`src/rtl/sound_pkg.sv`:
```
// ============================================================================
// sound_pkg : register map, ENV field layout and phase width shared by the
//             pulse-wave generator top level and its channel engine.
// Revision  : 1.0
// ============================================================================
`default_nettype none

package sound_pkg;

  localparam logic [1:0] REG_PERIOD = 2'd0;
  localparam logic [1:0] REG_SHAPE  = 2'd1;
  localparam logic [1:0] REG_ENV    = 2'd2;
  localparam logic [1:0] REG_GATE   = 2'd3;

  localparam int ENV_RATE_LSB = 0;
  localparam int ENV_RATE_W   = 8;
  localparam int ENV_DIR_BIT  = 8;
  localparam int ENV_EN_BIT   = 9;

  localparam int SHAPE_WIDTH_LSB = 8;
  localparam int GATE_BIT        = 0;
  localparam int PHASE_W         = 3;

endpackage

`default_nettype wire

```
`src/rtl/sound_channel_env.sv`:
```
// ============================================================================
// sound_channel_env : one pulse channel with duty phase, key gate and a
//                     linear volume envelope; emits a VOL_W-bit level.
// Revision          : 1.0
// ============================================================================
`default_nettype none

module sound_channel_env
  import sound_pkg::*;
#(
  parameter int PERIOD_W = 16,
  parameter int VOL_W    = 5
) (
  input  logic             clk,
  input  logic             reset,
  input  logic             wr_en_i,
  input  logic [1:0]       wr_addr_i,
  input  logic [15:0]      wr_data_i,
  input  logic             env_tick_i,
  output logic [VOL_W-1:0] level_o,
  output logic             active_o
);

  logic [PERIOD_W-1:0]   period_q, period_d;
  logic [PERIOD_W-1:0]   cnt_q, cnt_d;
  logic [PHASE_W-1:0]    phase_q, phase_d;
  logic [PHASE_W-1:0]    width_q, width_d;
  logic [VOL_W-1:0]      volume_q, volume_d;
  logic [ENV_RATE_W-1:0] rate_q, rate_d;
  logic [ENV_RATE_W-1:0] envcnt_q, envcnt_d;
  logic                  dir_q, dir_d;
  logic                  en_q, en_d;
  logic                  gate_q, gate_d;

  logic wr_period, wr_shape, wr_env, wr_gate, retrigger;
  logic running, env_on, env_step;
  logic [PERIOD_W-1:0] reload_val;
  logic unused_wr_data;

  assign unused_wr_data = ^wr_data_i;

  always_comb begin
    wr_period  = wr_en_i && (wr_addr_i == REG_PERIOD);
    wr_shape   = wr_en_i && (wr_addr_i == REG_SHAPE);
    wr_env     = wr_en_i && (wr_addr_i == REG_ENV);
    wr_gate    = wr_en_i && (wr_addr_i == REG_GATE);
    retrigger  = wr_gate && wr_data_i[GATE_BIT];
    // A PERIOD write landing on a reload cycle takes effect for that reload.
    reload_val = wr_period ? wr_data_i[PERIOD_W-1:0] : period_q;
    running    = gate_q && (period_q != '0);
    env_on     = env_tick_i && en_q && gate_q;
    env_step   = env_on && (envcnt_q == rate_q);

    period_d = wr_period ? wr_data_i[PERIOD_W-1:0] : period_q;
    width_d  = wr_shape ? wr_data_i[SHAPE_WIDTH_LSB +: PHASE_W] : width_q;
    rate_d   = wr_env ? wr_data_i[ENV_RATE_LSB +: ENV_RATE_W] : rate_q;
    dir_d    = wr_env ? wr_data_i[ENV_DIR_BIT] : dir_q;
    en_d     = wr_env ? wr_data_i[ENV_EN_BIT] : en_q;
    gate_d   = wr_gate ? wr_data_i[GATE_BIT] : gate_q;

    cnt_d   = cnt_q;
    phase_d = phase_q;
    if (retrigger) begin
      cnt_d   = period_q;
      phase_d = '0;
    end else if (running) begin
      if (cnt_q == '0) begin
        cnt_d   = reload_val;
        phase_d = phase_q + 1'b1;
      end else begin
        cnt_d = cnt_q - 1'b1;
      end
    end

    envcnt_d = envcnt_q;
    if (retrigger || env_step) begin
      envcnt_d = '0;
    end else if (env_on) begin
      envcnt_d = envcnt_q + 1'b1;
    end

    // A SHAPE write outranks an envelope step in the same cycle.
    volume_d = volume_q;
    if (wr_shape) begin
      volume_d = wr_data_i[VOL_W-1:0];
    end else if (env_step) begin
      if (dir_q) begin
        if (volume_q != '1) volume_d = volume_q + 1'b1;
      end else begin
        if (volume_q != '0) volume_d = volume_q - 1'b1;
      end
    end
  end

  always_ff @(posedge clk) begin
    if (reset) begin
      period_q <= '1;
      cnt_q    <= '1;
      phase_q  <= '0;
      width_q  <= '0;
      volume_q <= '0;
      rate_q   <= '0;
      envcnt_q <= '0;
      dir_q    <= 1'b0;
      en_q     <= 1'b0;
      gate_q   <= 1'b0;
    end else begin
      period_q <= period_d;
      cnt_q    <= cnt_d;
      phase_q  <= phase_d;
      width_q  <= width_d;
      volume_q <= volume_d;
      rate_q   <= rate_d;
      envcnt_q <= envcnt_d;
      dir_q    <= dir_d;
      en_q     <= en_d;
      gate_q   <= gate_d;
    end
  end

  assign level_o  = (running && (phase_q <= width_q)) ? volume_q : '0;
  assign active_o = gate_q && (volume_q != '0);

endmodule

`default_nettype wire

```
`src/rtl/sound_generator_env.sv`:
```
// ============================================================================
// sound_generator_env : N-channel pulse generator with envelope; decodes
//                       register writes and mixes levels into one sample.
// Revision            : 1.0
// ============================================================================
`default_nettype none

module sound_generator_env
  import sound_pkg::*;
#(
  parameter int NUM_CH   = 4,
  parameter int PERIOD_W = 16,
  parameter int VOL_W    = 5,
  parameter int SAMPLE_W = 24,
  parameter int ENV_DIV  = 48000
) (
  input  logic                      clk,
  input  logic                      reset,
  input  logic                      wr_en_i,
  // One bit wider than the channel index so out-of-range targets exist and are dropped.
  input  logic [$clog2(NUM_CH):0]   wr_ch_i,
  input  logic [1:0]                wr_addr_i,
  input  logic [15:0]               wr_data_i,
  output logic [SAMPLE_W-1:0]       sample_o,
  output logic [NUM_CH-1:0]         ch_active_o
);

  localparam int CH_W  = $clog2(NUM_CH) + 1;
  localparam int SUM_W = VOL_W + $clog2(NUM_CH);
  localparam int SHIFT = SAMPLE_W - SUM_W;
  localparam int DIV_W = (ENV_DIV > 1) ? $clog2(ENV_DIV) : 1;

  logic [DIV_W-1:0]    presc_q;
  logic                env_tick;
  logic [VOL_W-1:0]    level [NUM_CH];
  logic [NUM_CH-1:0]   active;
  logic [SUM_W-1:0]    sum;
  logic [SAMPLE_W-1:0] sample_q, sample_d;
  logic [NUM_CH-1:0]   active_q;

  assign env_tick = (presc_q == DIV_W'(ENV_DIV - 1));

  always_ff @(posedge clk) begin
    if (reset) begin
      presc_q <= '0;
    end else begin
      presc_q <= env_tick ? '0 : presc_q + 1'b1;
    end
  end

  for (genvar i = 0; i < NUM_CH; i++) begin : g_ch
    sound_channel_env #(
      .PERIOD_W (PERIOD_W),
      .VOL_W    (VOL_W)
    ) u_ch (
      .clk        (clk),
      .reset      (reset),
      .wr_en_i    (wr_en_i && (wr_ch_i == CH_W'(i))),
      .wr_addr_i  (wr_addr_i),
      .wr_data_i  (wr_data_i),
      .env_tick_i (env_tick),
      .level_o    (level[i]),
      .active_o   (active[i])
    );
  end

  always_comb begin
    sum = '0;
    for (int i = 0; i < NUM_CH; i++) begin
      sum = sum + SUM_W'(level[i]);
    end
    sample_d = SAMPLE_W'(sum) << SHIFT;
  end

  always_ff @(posedge clk) begin
    if (reset) begin
      sample_q <= '0;
      active_q <= '0;
    end else begin
      sample_q <= sample_d;
      active_q <= active;
    end
  end

  assign sample_o    = sample_q;
  assign ch_active_o = active_q;

endmodule

`default_nettype wire

```
`config.mk`:
```
export PLATFORM = sky130hd
export DESIGN_NAME = sound_generator_env
export DESIGN_NICKNAME = d
export VERILOG_FILES = /design/src/rtl/sound_pkg.sv /design/src/rtl/sound_channel_env.sv /design/src/rtl/sound_generator_env.sv
export SDC_FILE = /design/constraint.sdc
export NUM_CORES = 1
export LEC_CHECK = 0
export CORE_MARGIN = 4
export CORE_UTILIZATION = 58
export CTS_BUF_LIST = sky130_fd_sc_hd__clkbuf_16
export CTS_CLUSTER_DIAMETER = 80
export DETAILED_ROUTE_END_ITERATION = 16
export PLACE_DENSITY = 0.76
export REMOVE_ABC_BUFFERS = 1
export SYNTH_ARGS = -nofsm -noshare
export SYNTH_HDL_FRONTEND = slang
export SYNTH_SLANG_ARGS = --single-unit
```
`constraint.sdc`:
```
create_clock -name clk -period 10 [get_ports clk]
set_clock_uncertainty 0.1 [all_clocks]
set_input_delay 2 -clock clk [delete_from_list [all_inputs] [get_ports clk]]
set_output_delay 2 -clock clk [all_outputs]
set_load 0.02 [all_outputs]
```
# Word-level counts from Yosys, hierarchy flattened
# Cells that the tools add are included.
# classes
magnitude_cmp	4
n_reduce_logical	95
n_mux	40
n_eq_ne	19
addsub	24
# op_table
operator	n
16-bit 2-to-1 mux	16
5-bit 2-to-1 mux	24
16-bit zero test	4
16-bit nonzero test	4
16-bit by 1-bit subtractor with 16-bit output (second input constant)	4
1-bit logical AND	48
8-bit by 1-bit adder with 8-bit output (second input constant)	4
8-bit == test	4
5-bit by 1-bit adder with 5-bit output (second input constant)	4
5-bit != test (second input constant)	4
5-bit nonzero test	4
5-bit by 1-bit subtractor with 5-bit output (second input constant)	4
2-bit OR reduction	9
16-bit by 1-bit adder with 16-bit output (second input constant)	1
16-bit == test (second input constant)	1
2-bit nonzero test	8
3-bit by 1-bit adder with 3-bit output (second input constant)	4
3-bit less-or-equal comparator	4
3-bit != test (second input constant)	4
3-bit AND reduction	4
3-bit nonzero test	4
2-bit AND reduction	4
6-bit by 5-bit adder with 7-bit output	1
7-bit by 5-bit adder with 7-bit output	1
other kinds (8)	13
# totals
wordCells	226
regBits	292
output_inout_bits	28

# Depth between registers and ports, before layout
# Gate-level depths: netlist of run 1.
# depth
word_depth	7
depth_mapped	17

# Modules after synthesis
# From an unflattened synthesis of run 1, not the netlist that was laid out.
# unflattened
hier_cells	1808
area_unflattened_um2	15080.7
# by_module_without_submodules
module	seq_area_each_um2	area_each_um2	instances	cells_per_inst
sound_channel_env	1241.2	3359.5	4	407
sound_generator_env	540.5	1642.8	1	180

# Worst setup path after synthesis of run 1
# Ideal clock, no wire load.
# synth_path
path_kind	reg-to-reg
startpoint	register g_ch[0].u_ch.period_q[6]
endpoint	register sample_q[22], in the netlist sample_o[22]
arrival_time_ns	4.283
setup_ns	0.128
stages_incl_launch_ff	15
slack_ns	5.490
cell_sequence	dfxtp_1 -> or4_1 -> o41ai_2 -> clkbuf_1 -> a21oi_1 -> and2_1 -> fa_1 -> inv_1 -> fa_1 -> inv_1 -> fa_1 -> a21o_1 -> a21oi_1 -> xor2_1 -> nor2_1
# synth_between
elab_chain_cells	7
# synth_rtl
element	line_no	source
start: declaration	sound_channel_env.sv:24	logic [PERIOD_W-1:0] period_q, period_d;
start signal: assignment	sound_channel_env.sv:108	period_q <= period_d;
16-bit nonzero test	sound_channel_env.sv:50	running = gate_q && (period_q != '0);
1-bit logical AND	sound_channel_env.sv:50	
1-bit logical AND	sound_channel_env.sv:121	assign level_o = (running && (phase_q <= width_q)) ? volume_q : '0;
5-bit 2-to-1 mux	sound_channel_env.sv:121	
5-bit by 5-bit adder with 6-bit output	sound_generator_env.sv:70	sum = sum + SUM_W'(level[i]);
6-bit by 5-bit adder with 7-bit output	sound_generator_env.sv:70	
7-bit by 5-bit adder with 7-bit output	sound_generator_env.sv:70	
end signal: assignment	sound_generator_env.sv:80	sample_q <= sample_d;
end: declaration	sound_generator_env.sv:38	logic [SAMPLE_W-1:0] sample_q, sample_d;
# No other way between the ends.
# A chain may end at the register's enable or synchronous reset.

# Worst setup path after layout of run 1
# layout_path
startpoint	input wr_ch_i[0]
endpoint	register g_ch[0].u_ch.cnt_q[0]
# layout_between
elab_chain_cells	7
# layout_rtl
element	line_no	source
start: declaration	sound_generator_env.sv:21	input logic [$clog2(NUM_CH):0] wr_ch_i,
3-bit zero test (*)	sound_generator_env.sv:58	.wr_en_i (wr_en_i && (wr_ch_i == CH_W'(i))),
1-bit logical AND (*)	sound_generator_env.sv:58	
1-bit logical AND	sound_channel_env.sv:43	wr_period = wr_en_i && (wr_addr_i == REG_PERIOD);
16-bit 2-to-1 mux	sound_channel_env.sv:49	reload_val = wr_period ? wr_data_i[PERIOD_W-1:0] : period_q;
16-bit 2-to-1 mux	sound_channel_env.sv:67	if (cnt_q == '0) begin
16-bit 2-to-1 mux	sound_channel_env.sv:66	end else if (running) begin
16-bit 2-to-1 mux	sound_channel_env.sv:63	if (retrigger) begin
end signal: assignment	sound_channel_env.sv:109	cnt_q <= cnt_d;
end: declaration	sound_channel_env.sv:25	logic [PERIOD_W-1:0] cnt_q, cnt_d;
# Every way passes the cells marked *; elsewhere a longest branch is shown, timed or not. The select of a mux whose other input is x is not followed.

==> results of run 1 <==
[how the worst max path moves through the flow]
stage | to | cells past startpoint | slack, ns | from
2_1_floorplan | sample_o[22]$_SDFF_PP0_ | 12 | 4.81 | g_ch[2].u_ch.period_q[8]$_SDFF_PP1_
3_3_place_gp | g_ch[3].u_ch.cnt_q[9]$_SDFFE_PP1P_ | 7 | 5.20 | wr_ch_i[2]
3_5_place_dp | g_ch[0].u_ch.cnt_q[9]$_SDFFE_PP1P_ | 6 | 5.11 | wr_ch_i[1]
4_1_cts | g_ch[2].u_ch.cnt_q[15]$_SDFFE_PP1P_ | 7 | 5.67 | wr_ch_i[2]
5_1_grt | g_ch[2].u_ch.cnt_q[15]$_SDFFE_PP1P_ | 7 | 5.38 | wr_ch_i[2]
6_report | g_ch[0].u_ch.cnt_q[0]$_SDFFE_PP1P_ | 6 | 5.59 | wr_ch_i[0]
[layout make-up]
type                       instances  area (um^2)  share of cell area [%]
multi-input combinational       1420         9240                    55.0
tap                              335          419                    2.50
inverter                          47          176                    1.05
sequential                       275         5510                    32.8
timing repair buffer              57          510                    3.04
clock buffer                      31          776                    4.62
clock inverter                    25          164                   0.976
[cells in the mapped netlist, drive strengths merged (24+ instances only)]
| library cell | instances |
|---|---|
| dfxtp | 275 |
| buf | 30 |
| xor2 | 51 |
| and3 | 25 |
| inv | 47 |
| nand2b | 28 |
| nand4 | 26 |
| nor3 | 54 |
| nor2 | 170 |
| mux2 | 24 |
| a21oi | 114 |
| ha | 47 |
| nand3 | 107 |
| mux2i | 49 |
| and2 | 24 |
| nor4 | 62 |
| nand2 | 194 |
| clkbuf | 94 |
| or4 | 34 |
| o21ai | 62 |
| xnor2 | 57 |
[flip-flops by register name, summed over array words and instances (netlist names), 7 cells and up]
| name | count |
|---|---|
| sample_o | 7 |
| g_ch.u_ch.rate_q | 32 |
| g_ch.u_ch.envcnt_q | 32 |
| g_ch.u_ch.cnt_q | 64 |
| presc_q | 16 |
| g_ch.u_ch.width_q | 12 |
| g_ch.u_ch.volume_q | 20 |
| g_ch.u_ch.phase_q | 12 |
| g_ch.u_ch.period_q | 64 |
[worst max-delay path, cell delays in order]
cell	delay (ns)
clkdlybuf4s50_1	0.73
nor2_1	0.45
nand2_1	0.66
mux2_2	0.53
a221oi_1	0.26
o21ai_0	0.11
[per-stage QoR]
step / area [um^2] / instances / power, W
after floorplan: 14900 / 1742 / 0.00119
after global placement: 15800 / 2134 / 0.00125
after detailed placement: 15800 / 2134 / 0.00125
after CTS: 16800 / 2190 / 0.00230
after global routing: 16800 / 2190 / 0.00237
final: 16800 / 2190 / 0.00230
[power breakdown]
group	leakage, nW	internal, W	switching [W]
sequential	2.22	0.00110	0.0000103
combinational	3.45	0.0000335	0.0000836
clock	0.486	0.000609	0.000455
total	6.15	0.00175	0.000549
[cells by family (layout without fill, tap and decap cells)]
| logic type | Yosys count | count (layout) | synth area share, % |
|---|---|---|---|
| simple gates | 805 | 805 | 26.8 |
| buf+inv | 171 | 160 | 4.74 |
| fa+ha+maj | 61 | 61 | 5.65 |
| mux | 73 | 73 | 4.95 |
| flops | 275 | 275 | 35.8 |
| other cells | 1 | 17 | 0.0244 |
| xor+xnor | 108 | 108 | 6.15 |
| compound gates | 356 | 356 | 15.9 |
[layout by cell type (no fill, tap or decap), drive strengths merged, types with 31 or more instances in the layout]
cell           Yosys  routed
nor3              54      54
xor2              51      51
or4               34      34
xnor2             57      57
clkdlybuf4s50      0      33
nor2             170     170
nand2            194     194
inv               47      56
o21ai             62      62
nor4              62      62
dfxtp            275     275
clkbuf            94      31
nand3            107     107
ha                47      47
a21oi            114     114
mux2i             49      49
[routing by layer]
| layer | vias to the layer above | GRT usage [%] | share of wire, % |
|---|---|---|---|
| li1 | 6645 | - | - |
| met1 | 6626 | 38.6 | 43 |
| met2 | 557 | 47.3 | 46 |
| met3 | 110 | 3.95 | 7.7 |
| met4 | 0 | 9.44 | 3.1 |
| met5 | - | 0 | 0 |
==> reports/metrics.yaml, run 1 <==
fp.dieH_um: 171
yosysWarningCount: 0
fmax_mhz: 227
nets: 1917
min_path_cells: 2
clk_path_buf_depth: 3
hp-class: "reg -> reg"
viasPerCell: 6.36
antenna_found_initial: 0
initial_utilization_pct: 59.0
slew_headroom_pct: 31.3
drtAntennaViolNets: 0
drv_cap: 0
clockRootBuffer: "clkbuf_16"
finalWirelength_um: 42300
synth_cell_type_count: 81
ir_drop_mv: 0.166
post_cts_resized: 0
synthTopCellsByArea: "dfxtp_1 36%, nand2_1 4.7%, nor2_1 4.1%, ha_1 3.8%, a21oi_1 3.7%"
cts_sinks: 275
syn-cell-area_um2: 15400
grt_setup_unrepaired: "no"
design.core.area_um2: 26100
pre_cts_ws_ns: 5.11
io_buffers: 34
cts_made_buffers: 31
tritoncts: "done"
start_kind: "input pin"
insertion_delay_ns: 0.56
worstReg2RegStart: "g_ch[1].u_ch.period_q[8]$_SDFF_PP1_"
synth_flop_cell: "dfxtp_1"
synth.top_cell.area_share_pct: 35.8
hold_viol_final: 0
grt_pass1_wl_um: 68700
synth_seq_area_share_pct: 35.8
grt_overflow: 0
post_cts_buffers: 0
setup_ws_ns: 5.59
area_growth_pct: 9.18
clk_pin_slew_worst_paths_ns: 0.06
rr_endpoint: "sample_o[22]$_SDFF_PP0_"
die_w_um: 171
cp-end-kind: "flip-flop"
syn_avg_cell_area_um2: 8.31
grt_usage_pct: 28.5
cts_hold_buf: 0
rrSetupSlack_ns: 5.77
power_density_nw_per_um2: 137
leakage_nw: 6.15
first_pass_iters: 5
syn_inst: 1850
synth_edf_count: 0
fin_crit_ns: 4.41
ys_ff_latch: 275
critPathMaxFanout: 21
pin_count: 52
hpwl_um: 28600
finalSetupTns_ns: 0
finalCritPeriodShare_pct: 44.1
place_congestion: 0.926
drcViolationCount: 0
via_count: 13900
final_util_pct: 64.4
critPathRequiredTime_ns: 10.34
cp.arrival_ns: 4.75
drive_gt1_share_pct: 6.52
min-delay-start: "g_ch[0].u_ch.width_q[1]$_SDFFE_PP0P_"
cts_max_level: 1
setup_viol: 0
fillers: 2242
drt_iter0_drc: 1518
die-area_um2: 29200
status: "complete, no violations"
tightest_slew_ns: 1.03
post_drt_wl_per_cell_um: 19.3
drv_slew: 0
placementRows: 59
timing.hold.ws_ns: 0.352
criticalPathCategory: "in -> reg"
min_to: "g_ch[0].u_ch.width_q[1]$_SDFFE_PP0P_"
grt_max_degree: 75
synth_top_cell_by_area: "dfxtp_1"
num_antenna_cells: 0
grt_pass1_vias: 13300
r2r_cells: 13
synthArstFlopShare_pct: 0
(Power assumes the default switching activity.)
==> run 2: changes to the inputs <==
==> constraint.sdc (replaced) <==
create_clock -name clk -period 4.25 [get_ports clk]
set_clock_uncertainty 0.1 [all_clocks]
set_input_delay 0.85 -clock clk [delete_from_list [all_inputs] [get_ports clk]]
set_output_delay 0.85 -clock clk [all_outputs]
set_load 0.02 [all_outputs]
==> run 2 against run 1 <==
Count of clock-buffer cells in the layout unchanged. Final area up 1.2%. Clock power up 140%. Sequential share of layout area down 0.38 points. Register-to-register slack worse by 5.6 ns. Critical path depth up 6. Via count up 0.89%. Worst setup slack worse by 5.4 ns. Critical path type is now reg -> reg. Largest power group unchanged. Highest routed layer unchanged.
==> reports/metrics.yaml, run 2 (synthesis gave the netlist of run 1 again) <==
post-route-cell-area_um2: 17000  # +1.2%
cts_max_level: 1  # unchanged
setup_viol: 0  # unchanged
drt_iter0_drc: 1558  # +2.6%
post_cts_buffers: 0  # unchanged
cpMostUsedCell: "fa_1"
placementRows: 59  # unchanged
grt_pass1_wl_um: 69200  # +0.69%
reg_top3: "g_ch.u_ch.cnt_q: 64 flops, g_ch.u_ch.period_q: 64 flops"
area_growth_pct: 10.4
clk_pin_slew_worst_paths_ns: 0.06  # about the same
crit_path_max_incr_delay_ns: 0.57  # -0.16 ns
initial_utilization_pct: 59.0  # unchanged
grt_setup_unrepaired: "no"
post_drt_wl_per_cell_um: 19.6  # +1.5%
nets: 1935  # +0.94%
hpwl_um: 30000  # +4.9%
seqCellArea_um2: 5510  # unchanged
leakage_nw: 6.24  # +1.4%
drv_cap: 0  # unchanged
power_w: 0.00544  # +140%
tritoncts: "done"
drive_gt1_share_pct: 7.65  # +1.1 points
pin_count: 52  # unchanged
hp-class: "reg -> reg"
multiInputGateArea_um2: 9290  # +0.60%
power_density_nw_per_um2: 320  # +130%
start_kind: "flip-flop"
fp.dieH_um: 171  # unchanged
grt_pass1_vias: 13300  # +0.33%
final_cell_mix: "275 x dfxtp_1, 194 x nand2_1, 169 x nor2_1"
critPathMaxFanout: 5  # -76%
via_count: 14100  # +0.89%
fmax_mhz: 244
clk_path_buf_depth: 3  # unchanged
finalCritPeriodShare_pct: 96.5
status: "complete, no violations"
die_w_um: 171  # unchanged
fin_crit_ns: 4.10
path_buf_inv: 0  # -1
die-area_um2: 29200  # unchanged
ir_drop_mv: 0.329  # +98%
slew_headroom_pct: 27.4  # -3.9 points
cts_made_buffers: 30  # -3.2%
drtAntennaViolNets: 0  # unchanged
cp-end-kind: "flip-flop"
num_antenna_cells: 0  # unchanged
final_common_cell: "dfxtp_1"
drcViolationCount: 0  # unchanged
cts_sinks: 275  # unchanged
drv_slew: 0  # unchanged
insertion_delay_ns: 0.56  # about the same
place_congestion: 0.913  # -1.4%
cp.arrival_ns: 4.42  # -0.33 ns
viasPerCell: 6.38  # +0.25%
hold_viol_final: 0  # unchanged
design.core.area_um2: 26100  # unchanged
critPathRequiredTime_ns: 4.57  # -5.77 ns
cp_cell_sequence: "or4_4, o41ai_4, a21oi_2, and2_1, fa_1, fa_1, ha_1, fa_2, a21o_1, a21oi_1, xor2_1, nor2_1"
io_buffers: 34  # unchanged
finalWirelength_um: 43200  # +2.1%
crit_family: "adder cells"
first_pass_iters: 5  # unchanged
place_area_um2: 16000  # +0.90%
clockRootBuffer: "clkbuf_16"
grt_overflow: 0  # unchanged
grt_max_degree: 55  # -27%
fillers: 2199  # -1.9%
grt_usage_pct: 28.7  # +0.23 points
critPathSlowestCell: "or4_4"
tightest_slew_ns: 1.08  # +0.0517 ns
antenna_found_initial: 1  # +1
criticalPathCategory: "reg -> reg"
-- run 2: per-stage QoR --
stage | worst slack (ns) | setup TNS (ns) | util, % | hold slack (ns) | std cells
2_1_floorplan | -0.936 | -3.96 | - | 0.330 | 1742
3_3_place_gp | 0.0561 | 0 | 61.4 | 0.343 | 2153
3_5_place_dp | -0.0298 | -0.0298 | 61.4 | 0.351 | 2153
4_1_cts | 0.0175 | 0 | 65.0 | 0.360 | 2204
5_1_grt | 0.0123 | 0 | 65.2 | 0.372 | 2204
6_report | 0.150 | 0 | 65.2 | 0.358 | 2204
-- run 2: worst min-delay path: cells and delay by family (launching register included) --
kind / cells / cell delay [ns]
AND/OR/NAND/NOR: 1 / 0.05
AO/OA/AOI/OAI: 1 / 0.05
flip-flops: 1 / 0.31
-- run 2: final timing paths --
check                                        from                              endpoint  slack (ns)  cells after the start
max           g_ch[0].u_ch.period_q[2]$_SDFF_PP1_               sample_o[22]$_SDFF_PP0_        0.15                     12
min          g_ch[0].u_ch.width_q[1]$_SDFFE_PP0P_  g_ch[0].u_ch.width_q[1]$_SDFFE_PP0P_        0.36                      2
max reg2reg   g_ch[0].u_ch.period_q[2]$_SDFF_PP1_               sample_o[22]$_SDFF_PP0_        0.15                     12
min reg2reg  g_ch[0].u_ch.width_q[1]$_SDFFE_PP0P_  g_ch[0].u_ch.width_q[1]$_SDFFE_PP0P_        0.36                      2
-- run 2: power breakdown --
group	total, W	switching [W]	internal, W	leakage, nW
clock network	0.00253	0.00105	0.00148	0.478
registers	0.00262	0.0000240	0.00260	2.22
logic	0.000288	0.000203	0.0000847	3.54
total	0.00544	0.00127	0.00416	6.24
-- run 2: repair_timing --
item / in CTS / in global routing
pin swaps: 0 / 2
gates resized for setup: 1 / 8
setup endpoints to repair: 1 / 3
hold buffers: 0 / 0
gates cloned: 0 / 0
-- run 2: layout make-up --
class / count / share of cell area [%]
inverters: 47 / 1.04
well taps: 335 / 2.47
clock inverters: 20 / 0.950
flip-flops and latches: 275 / 32.4
clock buffers: 31 / 4.57
multi-input cells: 1420 / 54.7
repair buffers: 76 / 3.85
-- run 2: layer usage --
| layer | wire length (um) | global-route usage, % | vias to the layer above | share of wire, % |
|---|---|---|---|---|
| met5 | 0 | 0 | - | 0 |
| met4 | 1520 | 10.2 | 0 | 3.5 |
| met3 | 3620 | 4.07 | 114 | 8.4 |
| met2 | 19900 | 47.4 | 587 | 46 |
| met1 | 18200 | 38.8 | 6690 | 42 |
| li1 | - | - | 6671 | - |
==> run 3: changes to the inputs <==
--- a/config.mk
+++ b/config.mk
@@ -14,4 +14,5 @@
 export REMOVE_ABC_BUFFERS = 1
 export SYNTH_ARGS = -nofsm -noshare
 export SYNTH_HDL_FRONTEND = slang
+export SYNTH_HIERARCHICAL = 1
 export SYNTH_SLANG_ARGS = --single-unit
==> run 3 against run 2 <==
Wire length fell by 8.4%. Highest routed layer unchanged. Largest cell class unchanged. Area after synthesis shrank 1.9%. Cell count is 1.1% lower. Total power fell by 0.97%. Critical endpoint unchanged. Via count down 4.9%. Critical path depth increased by 1. Synthesized cell count is 2.3% lower.
==> reports/metrics.yaml, run 3 <==
status: "complete, no violations"
cts_sinks: 275  # unchanged
cp_cell_sequence: "or4_1, o41ai_4, a21oi_2, and2_1, fa_1, fa_1, ha_1, inv_1, fa_1, nor2b_2, o21ai_0, a21boi_1, nor3_1"
cts_made_buffers: 30  # unchanged
synth_top_family_by_area: "simple AND/OR/NAND/NOR gates"
post_drt_wl_per_cell_um: 18.2  # -7.4%
synth_xor_area_share_pct: 6.39  # +0.24 points
fp.dieH_um: 169  # -0.92%
start_kind: "flip-flop"
die_w_um: 169  # -0.92%
placementRows: 58  # -1.7%
criticalPathCategory: "reg -> reg"
final_util_pct: 65.6  # +0.44 points
synth_compound_area_share_pct: 14.7  # -1.1 points
hold_viol_final: 0  # unchanged
final_common_cell: "dfxtp_1"
drv_slew: 0  # unchanged
final_cell_mix: "275 x dfxtp_1, 175 x a21oi_1, 173 x nor2_1"
critPathRequiredTime_ns: 4.57  # about the same
cts_hold_buf: 0  # unchanged
via_count: 13400  # -4.9%
post-route-cell-area_um2: 16700  # -1.9%
synth.top_cell.area_share_pct: 36.5  # +0.70 points
clk_pin_slew_worst_paths_ns: 0.06  # about the same
setup_viol: 0  # unchanged
tightest_slew_ns: 0.992  # -0.0876 ns
reg_top3: "g_ch.u_ch/cnt_q: 64 flops, g_ch.u_ch/period_q: 64 flops"
num_antenna_cells: 0  # unchanged
power_w: 0.00538  # -0.97%
crit_family: "adder cells"
area_growth_pct: 10.5  # about the same
drive_gt1_share_pct: 6.49  # -1.2 points
grt_usage_pct: 27.0  # -1.8 points
drt_iter0_drc: 1226  # -21%
syn_avg_cell_area_um2: 8.34  # +0.35%
synthTopCellsByArea: "dfxtp_1 37%, mux2i_1 7.4%, a21oi_1 5.9%, nor2_1 4.3%, nand2_1 4.1%"
ir_drop_mv: 0.337  # +2.3%
cts_max_level: 1  # unchanged
post-place-cells: 2126  # -1.3%
ys_ff_latch: 275  # unchanged
drcViolationCount: 0  # unchanged
grt_overflow: 0  # unchanged
leakage_nw: 6.19  # -0.79%
stdcell_count: 2180  # -1.1%
critPathMaxFanout: 5  # unchanged
cp.arrival_ns: 4.39  # -0.03 ns
muxShareOfSynthArea_pct: 7.73  # +2.8 points
hp-class: "reg -> reg"
insertion_delay_ns: 0.55  # about the same
grt_max_degree: 45  # -18%
yosysMostFrequentCell: "dfxtp_1"
timing.hold.ws_ns: 0.355  # -0.00331 ns
synth_edf_count: 0  # unchanged
cp-end-kind: "flip-flop"
syn-cell-area_um2: 15100  # -1.9%
synth_flop_cell: "dfxtp_1"
finalCritPeriodShare_pct: 95.7  # -0.74 points
design.core.area_um2: 25400  # -2.5%
path_buf_inv: 1  # +1
first_pass_iters: 5  # unchanged
drtAntennaViolNets: 0  # unchanged
finalWirelength_um: 39600  # -8.4%
pin_count: 52  # unchanged
synthArstFlopShare_pct: 0  # unchanged
cpMostUsedCell: "fa_1"
hpwl_um: 27100  # -9.5%
fin_crit_ns: 4.07  # -0.0312 ns
critPathSlowestCell: "or4_1"
clk_path_buf_depth: 3  # unchanged
clockRootBuffer: "clkbuf_16"
viasPerCell: 6.13  # -3.9%
io_buffers: 34  # unchanged
place_congestion: 0.909  # -0.39%
synth_top_cell_by_area: "dfxtp_1"
yosysWarningCount: 6  # +6
grt_setup_unrepaired: "no"
place_area_um2: 15700  # -1.7%
yosys-top-cells-count: "275 x dfxtp_1, 178 x a21oi_1, 173 x nor2_1"
slew_headroom_pct: 33.7  # +6.3 points
crit_path_max_incr_delay_ns: 0.58  # about the same
grt_pass1_wl_um: 64500  # -6.8%
yosys.area_share.simple_pct: 23.8  # -3.0 points
synthAdderAreaFrac_pct: 5.76  # +0.11 points
power_density_nw_per_um2: 323  # +0.92%
synth_cell_type_count: 55  # -32%
synth_seq_area_share_pct: 36.5  # +0.70 points
die-area_um2: 28600  # -1.8%
syn_inst: 1808  # -2.3%
tritoncts: "done"
antenna_found_initial: 0  # -1
initial_utilization_pct: 59.4  # +0.36 points
fmax_mhz: 246  # +0.77%
nets: 1913  # -1.1%
grt_pass1_vias: 12500  # -6.0%
drv_cap: 0  # unchanged
[run 3: cell type report]
| cell class | instances | area, um^2 |
|---|---|---|
| Fill cell | 2163 | 8730 |
| Clock buffer | 31 | 776 |
| Clock inverter | 23 | 150 |
| Inverter | 69 | 259 |
| Sequential cell | 275 | 5510 |
| Multi-Input combinational cell | 1380 | 8940 |
| Tap cell | 330 | 413 |
| Timing Repair Buffer | 72 | 623 |
[run 3: metal layers]
layer / share of wire (%) / global-route usage, % / wire length (um)
met1: 43 / 36.7 / 17200
met2: 45 / 43.0 / 17900
met3: 7.0 / 4.24 / 2760
met4: 4.5 / 11.0 / 1770
met5: 0 / 0 / 0
[run 3: power breakdown]
group	switching [W]	internal (W)	total [W]
Sequential	0.0000355	0.00260	0.00264
Combinational	0.000194	0.0000880	0.000282
Clock	0.00104	0.00142	0.00246
[run 3: metrics by stage]
step                setup slack [ns]  TNS [ns]
floorplan                     -0.288    -0.563
global placement               0.274         0
detailed placement             0.139         0
CTS                           0.0845         0
global route                  0.0229         0
finish                         0.181         0
[run 3: cell families (layout without fill, tap and decap cells)]
family / count (synthesis) / in the layout
other: 1 / 17
and+or+nand+nor: 716 / 716
DFF: 275 / 275
xor gates and xnor gates: 110 / 110
buffers and inverters: 169 / 195
muxes: 116 / 116
adders and majority gates: 61 / 61
AOI/OAI and AO/OA: 360 / 360
[run 3: worst register-to-register path: stages (launching register included)]
cell	delay (ns)
dfxtp_1	0.31
or4_1	0.58
o41ai_4	0.46
a21oi_2	0.12
and2_1	0.22
fa_1	0.43
fa_1	0.53
ha_1	0.18
inv_1	0.07
fa_1	0.45
nor2b_2	0.15
o21ai_0	0.12
a21boi_1	0.17
nor3_1	0.06
[run 3: final timing paths]
path	from	end	slack [ns]	cells past startpoint
max	g_ch[2].u_ch/period_q[6]$_SDFF_PP1_	sample_o[22]$_SDFF_PP0_	0.18	13
min	g_ch[2].u_ch/width_q[2]$_SDFFE_PP0P_	g_ch[2].u_ch/width_q[2]$_SDFFE_PP0P_	0.35	2
max reg2reg	g_ch[2].u_ch/period_q[6]$_SDFF_PP1_	sample_o[22]$_SDFF_PP0_	0.18	13
min reg2reg	g_ch[2].u_ch/width_q[2]$_SDFFE_PP0P_	g_ch[2].u_ch/width_q[2]$_SDFFE_PP0P_	0.35	2
[run 3: timing repair]
action | CTS | global route
setup buffers | 0 | 0
setup endpoints to repair | 0 | 1
gates resized for setup | 0 | 6
==> variant, RTL diff (config.mk and constraints of run 3) <==
The parameter `NUM_CH` goes from 4 to 8.
--- a/src/rtl/sound_generator_env.sv
+++ b/src/rtl/sound_generator_env.sv
@@ -9,5 +9,5 @@
   import sound_pkg::*;
 #(
-  parameter int NUM_CH   = 4,
+  parameter int NUM_CH   = 8,
   parameter int PERIOD_W = 16,
   parameter int VOL_W    = 5,
Interface: changed (resized ch_active_o and wr_ch_i); port bits go from 52 to 57. The function was not compared with the original's and may differ.
==> variant against run 3 <==
  * Fmax decreased by 16%
  * Worst hold slack improved by 0.0023 ns
  * Setup slack got worse by 0.76 ns
  * Sequential cell count increased by 253
  * Largest power group unchanged
  * Critical path type unchanged
  * Design area increased by 100%
  * Synthesized area increased by 93%
  * The run now ends with setup timing left
  * Total power increased by 96%
  * Wire length increased by 110%
  * Final cell count increased by 100%
  * Count of clock-buffer cells in the layout increased by 30
==> variant: results (changes against run 3) <==
critical_path:
  worstPathMaxFanout: 5  # unchanged
  critical_path_cell_with_the_highest_stage_delay: "sky130_fd_sc_hd__or4_4"
  worstReg2RegEnd: "sample_o[22]"
  crit-reg2reg-launch: "g_ch[2].u_ch/period_q[8]"
  worstRegToRegCells: 19  # +6
  crit_arrival_ns: 5.28  # +0.89 ns
  slowest_delay_ns: 0.55  # -0.03 ns
clocking:
  cts.root.buffer_cell: "sky130_fd_sc_hd__clkbuf_16"
  clkTransAtPathRegs_ns: 0.06  # about the same
  cts-root-to-sink-buffers: 3  # unchanged
  cts_buffers: 58  # +93%
  cts-hold-fix-buffers: 0  # unchanged
  worst_skew_late_latency_ns: 0.63  # +0.08 ns
  htree_levels: 2  # +1
route:
  detail_route.wirelength.met1_um: 35400  # +110%
  postRouteWirelength_um: 84200  # +110%
  drtPass1Iterations: 7  # +2
  dr_wl_met3_um: 6440  # +130%
  detail_route.vias_per_cell: 6.19  # +0.92%
  drtIter0Drc: 2340  # +91%
  met2RoutedLength_um: 39000  # +120%
  highest_layer: "met4"
place:
  detailedPlacementHpwl_um: 55600  # +110%
  buffers_on_ports: 40  # +18%
  dpl_cell_area_um2: 31600  # +100%
  gpl.final_weighted_congestion: 0.908  # -0.13%
min_path:
  holdCritStartpoint: "g_ch[1].u_ch/width_q[2]"
  min_path_type: "reg2reg"
  whs_endpoint: "g_ch[1].u_ch/width_q[2]"
  hold_path_depth: 2  # unchanged
sta:
  timing.final.setup_violations: 5  # +5
  relSlewSlack_pct: 24.3  # -9.3 points
  worst_slack_ns: -0.581  # -0.762 ns
  fin_hold_ws_ns: 0.357  # +0.00229 ns
  fin_tns_setup_ns: -2.52  # -2.52 ns
logic_synthesis:
  post_synth_cell_types: 54  # -1.8%
  synth.top_cells.by_count: "sky130_fd_sc_hd__dfxtp_1, sky130_fd_sc_hd__a21oi_1, sky130_fd_sc_hd__nor2_1, sky130_fd_sc_hd__nand2_1, sky130_fd_sc_hd__mux2i_1"
  postSynth.asyncResetShare_pct: 0  # unchanged
  synth_warnings: 6  # unchanged
  ys_seq_area_share_pct: 36.2  # -0.28 points
  cells_taking_the_most_area_after_synthesis: "sky130_fd_sc_hd__dfxtp_1, sky130_fd_sc_hd__mux2i_1, sky130_fd_sc_hd__a21oi_1"
global_route:
  grt_pass1_wl_um: 135000  # +110%
  initial_antenna_violation_count: 1  # +1
  maximum_number_of_pins_on_one_net_before_global_route_repair: 56  # +24%
  gr-usage-all-layers_pct: 30.4  # +3.4 points
  via_count_of_the_first_global_routing_pass: 26500  # +110%
finish:
  antennaDiodeCount: 0  # unchanged
  layout-drive-gt1-share_pct: 12.2  # +5.7 points
  final_net_count: 3852  # +100%
  filler_cell_count: 3952  # +83%
  reg.largest.list: "g_ch.u_ch/cnt_q: 128 flops, g_ch.u_ch/period_q: 128 flops"
pwr:
  reported_leakage_power_nw: 12.7  # +100%
  max-vdd-ir-drop_mv: 0.301  # -11%
status:
  status: "finished, violations left"
  failed_checks: "setup timing"
variant: cell types whose count changed in the layout (fill, tap and decap cells not counted), sizes merged, moves of 32 or more:
cell	run 3	this run
dfxtp	275	528
buf	39	264
a21oi	178	354
nor2	173	332
nand2	166	324
mux2i	112	224
nor3	100	202
inv	79	155
o21ai	78	154
xnor2	69	133
nand3	50	94
ha	47	89
or4	40	80
xor2	41	73
variant: through the flow:
stage               power (mW)  cells  setup slack (ns)
floorplan                 5.32   3346             -1.27
global placement          5.59   4302            -0.750
detailed placement        5.61   4302            -0.860
CTS                       10.6   4410            -0.608
global route              10.9   4412            -0.736
finish                    10.6   4412            -0.581
variant: worst max-delay path by stage:
stage / from / to / slack [ns] / cells after the start
floorplan: g_ch[6].u_ch/period_q[6] / sample_o[22] / -1.27 / 19
detailed placement: g_ch[2].u_ch/period_q[6] / sample_o[22] / -0.86 / 19
global placement: g_ch[5].u_ch/period_q[6] / sample_o[22] / -0.75 / 19
CTS: g_ch[2].u_ch/period_q[8] / sample_o[22] / -0.61 / 19
global route: g_ch[5].u_ch/period_q[11] / sample_o[22] / -0.74 / 19
finish: g_ch[2].u_ch/period_q[8] / sample_o[22] / -0.58 / 19
variant: layout make-up:
type,count,area [um^2],area share (%)
multi-input combinational,2673,17500,52.1
sequential,528,10600,31.4
timing repair buffer,295,2320,6.87
clock buffer,61,1530,4.53
tap,664,831,2.47
inverter,145,544,1.62
clock inverter,46,363,1.08
variant: logic make-up after synthesis:
family / share of synthesized area [%]
flip-flops: 36.2
XOR/XNOR: 6.18
AND/OR/NAND/NOR: 23.6
buffers and inverters: 4.71
adder cells (fa/ha/maj): 6.36
AO/OA/AOI/OAI: 14.9
multiplexers: 7.99
other: 0.0129
variant: what timing repair did:
item / in CTS / in global routing
cloned: 0 / 0
pin swaps: 19 / 6
endpoints found under the setup margin: 6 / 6
buffers inserted: 2 / 2
resized for setup: 32 / 23
variant: power by group:
part / total [mW] / leakage [nW] / switching, mW / internal, mW
sequential: 5.04 / 4.27 / 0.0522 / 4.99
combinational: 0.483 / 7.45 / 0.351 / 0.132
clock: 5.04 / 0.955 / 2.11 / 2.93
total: 10.6 / 12.7 / 2.51 / 8.05
variant: per-layer routing:
| metal | vias to the layer above | GRT usage (%) |
|---|---|---|
| li1 | 12800 | - |
| met1 | 13100 | 39.8 |
| met2 | 1153 | 50.1 |
| met3 | 224 | 4.94 |
| met4 | 0 | 12.4 |
| met5 | - | 0 |
variant: worst max-delay path, delay by kind of cell (launching register included):
kind / cells / cell delay, ns
adder cells (fa/ha/maj): 6 / 2.30
AND/OR/NAND/NOR: 5 / 1.11
AO/OA/AOI/OAI: 3 / 0.65
flip-flops: 1 / 0.32
buffers and inverters: 5 / 0.29
